**config.mk**
```make
export PLATFORM = sky130hd
export DESIGN_NAME = mole_judge
export DESIGN_NICKNAME = d
export VERILOG_FILES = /design/src/rtl/mole_judge.sv
export SDC_FILE = /design/constraint.sdc
export NUM_CORES = 1
export LEC_CHECK = 0
export BUFFER_PORTS_ARGS = -buffer_cell sky130_fd_sc_hd__buf_2
export CAP_MARGIN = 20
export CORE_AREA = 2 2 109 111
export CTS_BUF_LIST = sky130_fd_sc_hd__clkbuf_4
export CTS_CLUSTER_DIAMETER = 40
export DETAILED_ROUTE_END_ITERATION = 8
export DIE_AREA = 0 0 111 113
export PLACE_DENSITY = 0.6
export SETUP_SLACK_MARGIN = 0.4
export SLEW_MARGIN = 20
export SYNTH_ARGS = -nofsm -noshare
export SYNTH_HDL_FRONTEND = slang
export SYNTH_SLANG_ARGS = --single-unit
```
**constraint.sdc**
```tcl
create_clock -name clk -period 4.12 [get_ports clk]
set_input_delay 0.206 -clock clk [delete_from_list [all_inputs] [get_ports clk]]
set_output_delay 0.206 -clock clk [all_outputs]
set_load 0.1 [all_outputs]
```
**src/rtl/mole_judge.sv**
```systemverilog
// Whack-a-mole judge: picks the lit hole, times its window and grades key presses as hit or miss.
// Optional MOLE_SPEEDUP_EN shrinks the visible window every 8 hits.
module mole_judge #(
  parameter int          HOLES      = 8,
  parameter int          SHOW_TICKS = 1500,
  parameter int          GAP_TICKS  = 500,
  parameter int          HOLD_TICKS = 200,
  parameter logic [15:0] LFSR_SEED  = 16'hACE1
) (
  input  logic             clk,
  input  logic             rst,
  input  logic             tick,
  input  logic             game_en,
  input  logic [HOLES-1:0] key,
  output logic [HOLES-1:0] mole,
  output logic             getpoint,
  output logic [1:0]       p,
  output logic             miss,
  output logic [7:0]       hits
);

  // state | meaning
  // IDLE  | game stopped, no mole
  // GAP   | idle gap before the next mole
  // SHOW  | mole visible, waiting for a press or timeout
  // HOLD  | blank period after a hit or miss
  typedef enum logic [1:0] {IDLE, GAP, SHOW, HOLD} state_t;

  localparam int HB   = $clog2(HOLES);
  localparam int CMAX = (GAP_TICKS > HOLD_TICKS) ? GAP_TICKS : HOLD_TICKS;
  localparam int CW   = $clog2(CMAX + 1);
  localparam int EW   = $clog2(SHOW_TICKS + 1);
  localparam logic [HOLES-1:0] ONE = {{(HOLES-1){1'b0}}, 1'b1};

  state_t           state_q, state_d;
  logic [CW-1:0]    cnt_q, cnt_d;
  logic [EW-1:0]    elapsed_q, elapsed_d;
  logic [HB-1:0]    hole_q, hole_d;
  logic [HB-1:0]    pick;
  logic             getpoint_d, miss_d;
  logic [1:0]       p_d;
  logic [7:0]       hits_d;
  logic [15:0]      lfsr_q;
  logic [HOLES-1:0] key_q, press, target;
  logic [EW-1:0]    win_q;
  logic [EW+2:0]    e3, w1, w2;
  logic             timeout;

`ifdef MOLE_SPEEDUP_EN
  localparam logic [EW-1:0] WIN_STEP  = EW'(SHOW_TICKS / 8);
  localparam logic [EW-1:0] WIN_FLOOR = EW'(SHOW_TICKS / 4);
  logic [EW-1:0] win_d;
`else
  assign win_q = EW'(SHOW_TICKS);
`endif

  assign press  = key & ~key_q;
  assign target = ONE << hole_q;
  assign mole   = (state_q == SHOW) ? target : '0;

  // Consecutive picks never repeat a hole.
  always_comb begin
    pick = lfsr_q[HB-1:0];
    if (pick == hole_q) pick = pick + 1'b1;
  end

  // p grading as integer-division thresholds: e < w/3  <=>  3*(e+1) <= w.
  assign e3      = ({3'b000, elapsed_q} + 1'b1) * 3'd3;
  assign w1      = {3'b000, win_q};
  assign w2      = {2'b00, win_q, 1'b0};
  assign timeout = tick && (elapsed_q == win_q - 1'b1);

  always_comb begin
    state_d    = state_q;
    cnt_d      = cnt_q;
    elapsed_d  = elapsed_q;
    hole_d     = hole_q;
    getpoint_d = 1'b0;
    miss_d     = 1'b0;
    p_d        = p;
    hits_d     = hits;
`ifdef MOLE_SPEEDUP_EN
    win_d      = win_q;
`endif
    if (!game_en) begin
      state_d = IDLE;
`ifdef MOLE_SPEEDUP_EN
      win_d   = EW'(SHOW_TICKS);
`endif
    end else begin
      case (state_q)
        IDLE: begin
          state_d = GAP;
          cnt_d   = CW'(GAP_TICKS);
        end
        GAP: begin
          if (tick) begin
            if (cnt_q == CW'(1)) begin
              state_d   = SHOW;
              hole_d    = pick;
              elapsed_d = '0;
            end else begin
              cnt_d = cnt_q - 1'b1;
            end
          end
        end
        SHOW: begin
          if (press == target) begin
            getpoint_d = 1'b1;
            if (e3 <= w1)      p_d = 2'd3;
            else if (e3 <= w2) p_d = 2'd2;
            else               p_d = 2'd1;
            if (hits != 8'hFF) hits_d = hits + 1'b1;
`ifdef MOLE_SPEEDUP_EN
            if (hits != 8'hFF && hits[2:0] == 3'd7)
              win_d = (win_q >= WIN_FLOOR + WIN_STEP) ? win_q - WIN_STEP : WIN_FLOOR;
`endif
            state_d = HOLD;
            cnt_d   = CW'(HOLD_TICKS);
          end else if (press != '0 || timeout) begin
            miss_d  = 1'b1;
            state_d = HOLD;
            cnt_d   = CW'(HOLD_TICKS);
          end else if (tick) begin
            elapsed_d = elapsed_q + 1'b1;
          end
        end
        HOLD: begin
          if (tick) begin
            if (cnt_q == CW'(1)) begin
              state_d = GAP;
              cnt_d   = CW'(GAP_TICKS);
            end else begin
              cnt_d = cnt_q - 1'b1;
            end
          end
        end
        default: state_d = IDLE;
      endcase
    end
  end

  always_ff @(posedge clk) begin
    if (rst) begin
      state_q   <= IDLE;
      cnt_q     <= '0;
      elapsed_q <= '0;
      hole_q    <= '0;
      getpoint  <= 1'b0;
      miss      <= 1'b0;
      p         <= 2'd0;
      hits      <= 8'd0;
      lfsr_q    <= LFSR_SEED;
      key_q     <= '0;
`ifdef MOLE_SPEEDUP_EN
      win_q     <= EW'(SHOW_TICKS);
`endif
    end else begin
      state_q   <= state_d;
      cnt_q     <= cnt_d;
      elapsed_q <= elapsed_d;
      hole_q    <= hole_d;
      getpoint  <= getpoint_d;
      miss      <= miss_d;
      p         <= p_d;
      hits      <= hits_d;
      lfsr_q    <= {lfsr_q[14:0], lfsr_q[15] ^ lfsr_q[13] ^ lfsr_q[12] ^ lfsr_q[10]};
      key_q     <= key;
`ifdef MOLE_SPEEDUP_EN
      win_q     <= win_d;
`endif
    end
  end

endmodule

```
# Yosys cells after proc, flatten, opt, wreduce, memory -nomap -nowiden
# Index checks and enable logic that the tools add are counted.
# classes
n_addsub,5
mul,1
magnitude_cmp,2
n_eq_ne,17
n_shift,1
n_mux,26
n_bitwise,7
n_reduce_logical,14
# ops
operator,n
$mux W11,5
$mux W9,6
$pmux W9 S4,1
$pmux W11 S2,1
$mux W2,8
$ne A2 B2 Y1 const B,8
$le A14 B11 Y1 const B,1
$le A14 B12 Y1 const B,1
$mul A12 B2 Y14 const B,1
$add A11 B1 Y12 const B,1
$add A11 B1 Y11 const B,1
$eq A11 B11 Y1 const B,1
$reduce_and A5 Y1,2
$eq A9 B1 Y1 const B,1
$sub A9 B1 Y9 const B,1
$add A8 B1 Y8 const B,1
$and A8 B8 Y8,1
$eq A8 B8 Y1,1
$mux W8,1
$ne A8 B8 Y1 const B,1
$not A8 Y8,1
$pmux W2 S4,1
$reduce_and A4 Y1,2
$reduce_bool A8 Y1,1
other kinds (19),24
# totals
reg_bits,61
in_bits,12
out_inout_bits,20
elab_cells,83

# Logic depth before layout (Yosys ltp)
# logic_depth
ltp_word,7
depth_mapped,15
mapped_depth_nobuf,14

# Worst setup path after synthesis
# Ideal clock, no wire load.
# synth_timing
path_type,register to register
from,register elapsed_q[1]
to,register p[1]
setup_ps,115
t_arrival_ps,3452
required_ps,4005
slack_ps,554
path_stages_with_launch,16
path_buffers,2
synth_period_minus_slack_ps,3566
path_cell_list,dfxtp_1 -> ha_1 -> buf_6 -> clkbuf_1 -> xor2_1 -> inv_1 -> fa_1 -> inv_1 -> a21oi_1 -> maj3_2 -> a211o_1 -> and4b_1 -> a211oi_1 -> a41oi_1 -> o211a_1 -> o21a_1
# synth_via
elab_chain_len,5
elab_cells_between_ends,6
cone_classes,add/sub: 1; mul: 1; order compare: 2; mux: 2
# synth_lines
element,line_no,source
start: declaration,37,"logic [EW-1:0] elapsed_q, elapsed_d;"
start signal: assignment,161,elapsed_q <= elapsed_d;
$add A11 B1 Y12 (*),68,"assign e3 = ({3'b000, elapsed_q} + 1'b1) * 3'd3;"
$mul A12 B2 Y14 (*),68,
$le A14 B12 Y1,111,else if (e3 <= w2) p_d = 2'd2;
$mux W2,111,
$mux W2 (*),110,if (e3 <= w1) p_d = 2'd3;
end signal: assignment,165,p <= p_d;
end: declaration,17,"output logic [1:0] p,"
# Mark *: on every way between the ends. The rest lies on a longest branch, timed or not.
# A chain may end at the register's enable or synchronous reset.

# Final worst setup path
# layout_timing
from,register elapsed_q[0]
to,register p[1]
# The elaborated chain is that of the path after synthesis.

==> out/qor.txt <==
Layout Area Growth over Synthesis -> 11.6%
Setup-failing EPs final -> 0
Die width -> 111 um
Total Wirelength -> 8.55 mm
Fillcell total -> 1183
Hold Path Class -> input port to flop
Mean post-synth cell area -> 8.14 um^2
Max stage delay cell, worst path -> dfxtp_2
Final nets -> 532
Synth top area share -> 0.314
Clock transition at path regs -> 0.10 ns
R2R setup slack -> 0.60 ns
Worst hold stages -> 2
HP Start -> key[4]
Largest net degree at the start of global routing -> 29
Maximum vdd ir drop -> 0.000178 V
Gr usage total -> 0.138
Syn Nets -> 510
Final Hold Viols -> 0
Crit path arrival time -> 3.80 ns
Leak -> 0.00169 uW
First-pass GRT wire length -> 14.5 mm
#FFs+latches synth -> 61
DP HPWL -> 6.25 mm
Clk buf depth -> 2
Number of global-route vias before repair -> 3101
YS warnings -> 0
Initial Util -> 0.345
Initial antenna violation count -> 0
Overall Power -> 1290 uW
Port buffer count -> 31
RSZ-0062 raised after global routing -> false
Status -> finished clean
Setup crit end kind -> flop
Setup TNS -> 0 ns
DR vias/cell -> 5.20
IO Pins -> 32
Synth cell types -> 70
RR Endpoint -> p[1]$_SDFFE_PP0P_
Max-Cap Viols -> 0
Pwr dens -> 297 mW/mm^2
Yosys top cell by area -> dfxtp_1
Fmax -> 284 MHz
Cell Area, Synth -> 0.00389 mm^2
Post-synthesis cell count -> 478
Clk_lat worst skew -> 0.39 ns
1st-iter DRT viols -> 151
Clock root cell -> clkbuf_4
Share of cells above drive strength 1 -> 0.174
Synth async-reset ratio -> 0
Total clock sinks -> 61
Htree depth -> 3
Hold bufs inserted after CTS -> 0
Final Cycle Share -> 0.853
Clock Skew -> 0.0156 ns
Slew headroom -> 0.577
Die ar. -> 0.0125 mm^2
DRT Pass-1 Iters -> 6
Antenna Violating Nets Remaining -> 0
DRC errors left -> 0
Die height -> 113 um
R2r worst-path depth -> 14
Worst hold endpoint -> key_q[4]$_SDFF_PP0_
Final Util -> 0.385
Number of synthesized flops with an enable pin -> 0
CTS tree -> done
Tmin final -> 3.52 ns
TritonCTS Buffers -> 9
Slew at the pin closest to its max-slew limit -> 0.634 ns
Synth area leaders -> dfxtp_1 31%, ha_1 6.1%, a21oi_1 5.0%
Core area -> 0.0113 mm^2
Synth cell count leaders -> 61 x dfxtp_1, 52 x nor2_1, 39 x a21oi_1, 35 x nand2_1
Gr ovfl total -> 0
Critical Path Source Type -> flop
Critical Path RT -> 4.41 ns
CP Max Fanout -> 15
Max Slew Vio Count -> 0
Total number of vias -> 3372
RR Startpoint -> elapsed_q[0]$_SDFFE_PP0P_
Antenna Cells -> 0
Max incr delay on CP -> 0.45 ns
Dominant synthesized flop cell -> dfxtp_1
GP Congestion -> 0.874
CP Cell Sequence -> ha_2 -> buf_4 -> nand2_1 -> xnor2_1 -> ha_1 -> or2_2 -> o21ai_1 -> o32ai_1 -> a221o_1 -> a31oi_2 -> xor2_1 -> a41oi_1 -> o211a_1 -> o21a_1
Most frequent cell after synthesis -> dfxtp_1
Avg WL per Cell -> 13.2 um
Register area share after synthesis -> 0.314
Row count -> 39
WS Path Type -> flop to flop
[what timing repair did]
item | in CTS | in global routing
endpoints found under the hold margin | 0 | 0
endpoints found under the setup margin | 0 | 2
resized for setup | 0 | 7
buffers inserted | 0 | 1
[per-stage QoR]
stage | instance area (um^2) | hold slack [ns] | std cells | worst slack [ns]
after floorplan | 3890 | 0.334 | 478 | 0.554
after global placement | 4120 | 0.394 | 631 | 0.580
after detailed placement | 4120 | 0.398 | 631 | 0.456
after CTS | 4310 | 0.00478 | 647 | 0.436
after global routing | 4340 | 0.00130 | 648 | 0.400
final | 4340 | 0.0410 | 648 | 0.605
[registers in the layout, summed over array words and instances, names as in the netlist]
signal / cells
state_q: 2
hole_q: 3
cnt_q: 9
elapsed_q: 11
miss: 1
getpoint: 1
hits: 8
lfsr_q: 16
key_q: 8
p: 2
[critical path: cells and delay by family, from the launching register on]
family                     cells  cell delay, ns
buffers and inverters          1            0.21
DFF                            1            0.45
and+or+nand+nor                2            0.45
xor gates and xnor gates       2            0.43
AOI/OAI and AO/OA              7            1.34
adders and majority gates      2            0.55
[metal layers]
| layer | up-vias | share of wire | global-route usage |
|---|---|---|---|
| met5 | - | 0 | 0 |
| met4 | 0 | 0.0077 | 0.0458 |
| met3 | 4 | 0.034 | 0.0316 |
| met2 | 72 | 0.48 | 0.227 |
| met1 | 1573 | 0.48 | 0.180 |
| li1 | 1723 | - | - |
[logic make-up (layout without fill, tap and decap cells)]
logic type                 count (synthesis)  after routing  synth area share
xor gates and xnor gates                  34             34            0.0849
adders and majority gates                 22             22            0.0721
and+or+nand+nor                          203            203             0.275
DFF                                       61             61             0.314
muxes                                      9              9            0.0254
AOI/OAI and AO/OA                        105            105             0.179
buffers and inverters                     44             71            0.0495
[layout make-up]
class	instances	area [um^2]	share of cell area
Timing Repair Buffer	34	178	0.0410
Inverter	21	78.8	0.0182
Tap cell	143	179	0.0412
Clock inverter	6	111	0.0257
Sequential cell	61	1220	0.282
Multi-Input combinational cell	373	2490	0.575
Clock buffer	10	75.1	0.0173
[layout by cell type (no fill, tap or decap), types with 18 or more instances in the layout]
cell type  instances
buf_2             31
nor2b_1           19
nand2_1           35
o21ai_0           18
ha_1              18
a21oi_1           39
dfxtp_1           59
nand3_1           19
nor2_1            52
inv_1             19
[how the worst max path moves through the flow]
stage                                         start                end  slack (ns)  cells after the start
after floorplan           elapsed_q[1]$_SDFFE_PP0P_  p[1]$_SDFFE_PP0P_        0.55                     15
after global placement    elapsed_q[0]$_SDFFE_PP0P_  p[0]$_SDFFE_PP0P_        0.58                     14
after detailed placement  elapsed_q[0]$_SDFFE_PP0P_  p[0]$_SDFFE_PP0P_        0.46                     14
after CTS                 elapsed_q[0]$_SDFFE_PP0P_  p[0]$_SDFFE_PP0P_        0.44                     14
after global routing      elapsed_q[2]$_SDFFE_PP0P_  p[1]$_SDFFE_PP0P_        0.40                     13
final                     elapsed_q[0]$_SDFFE_PP0P_  p[1]$_SDFFE_PP0P_        0.60                     14
[report_power, final]
group,switching [uW],internal [uW],total [uW]
sequential,16.0,612,628
clock,220,314,535
combinational,72.8,52.1,125
Power figures use the tool's default switching activity.
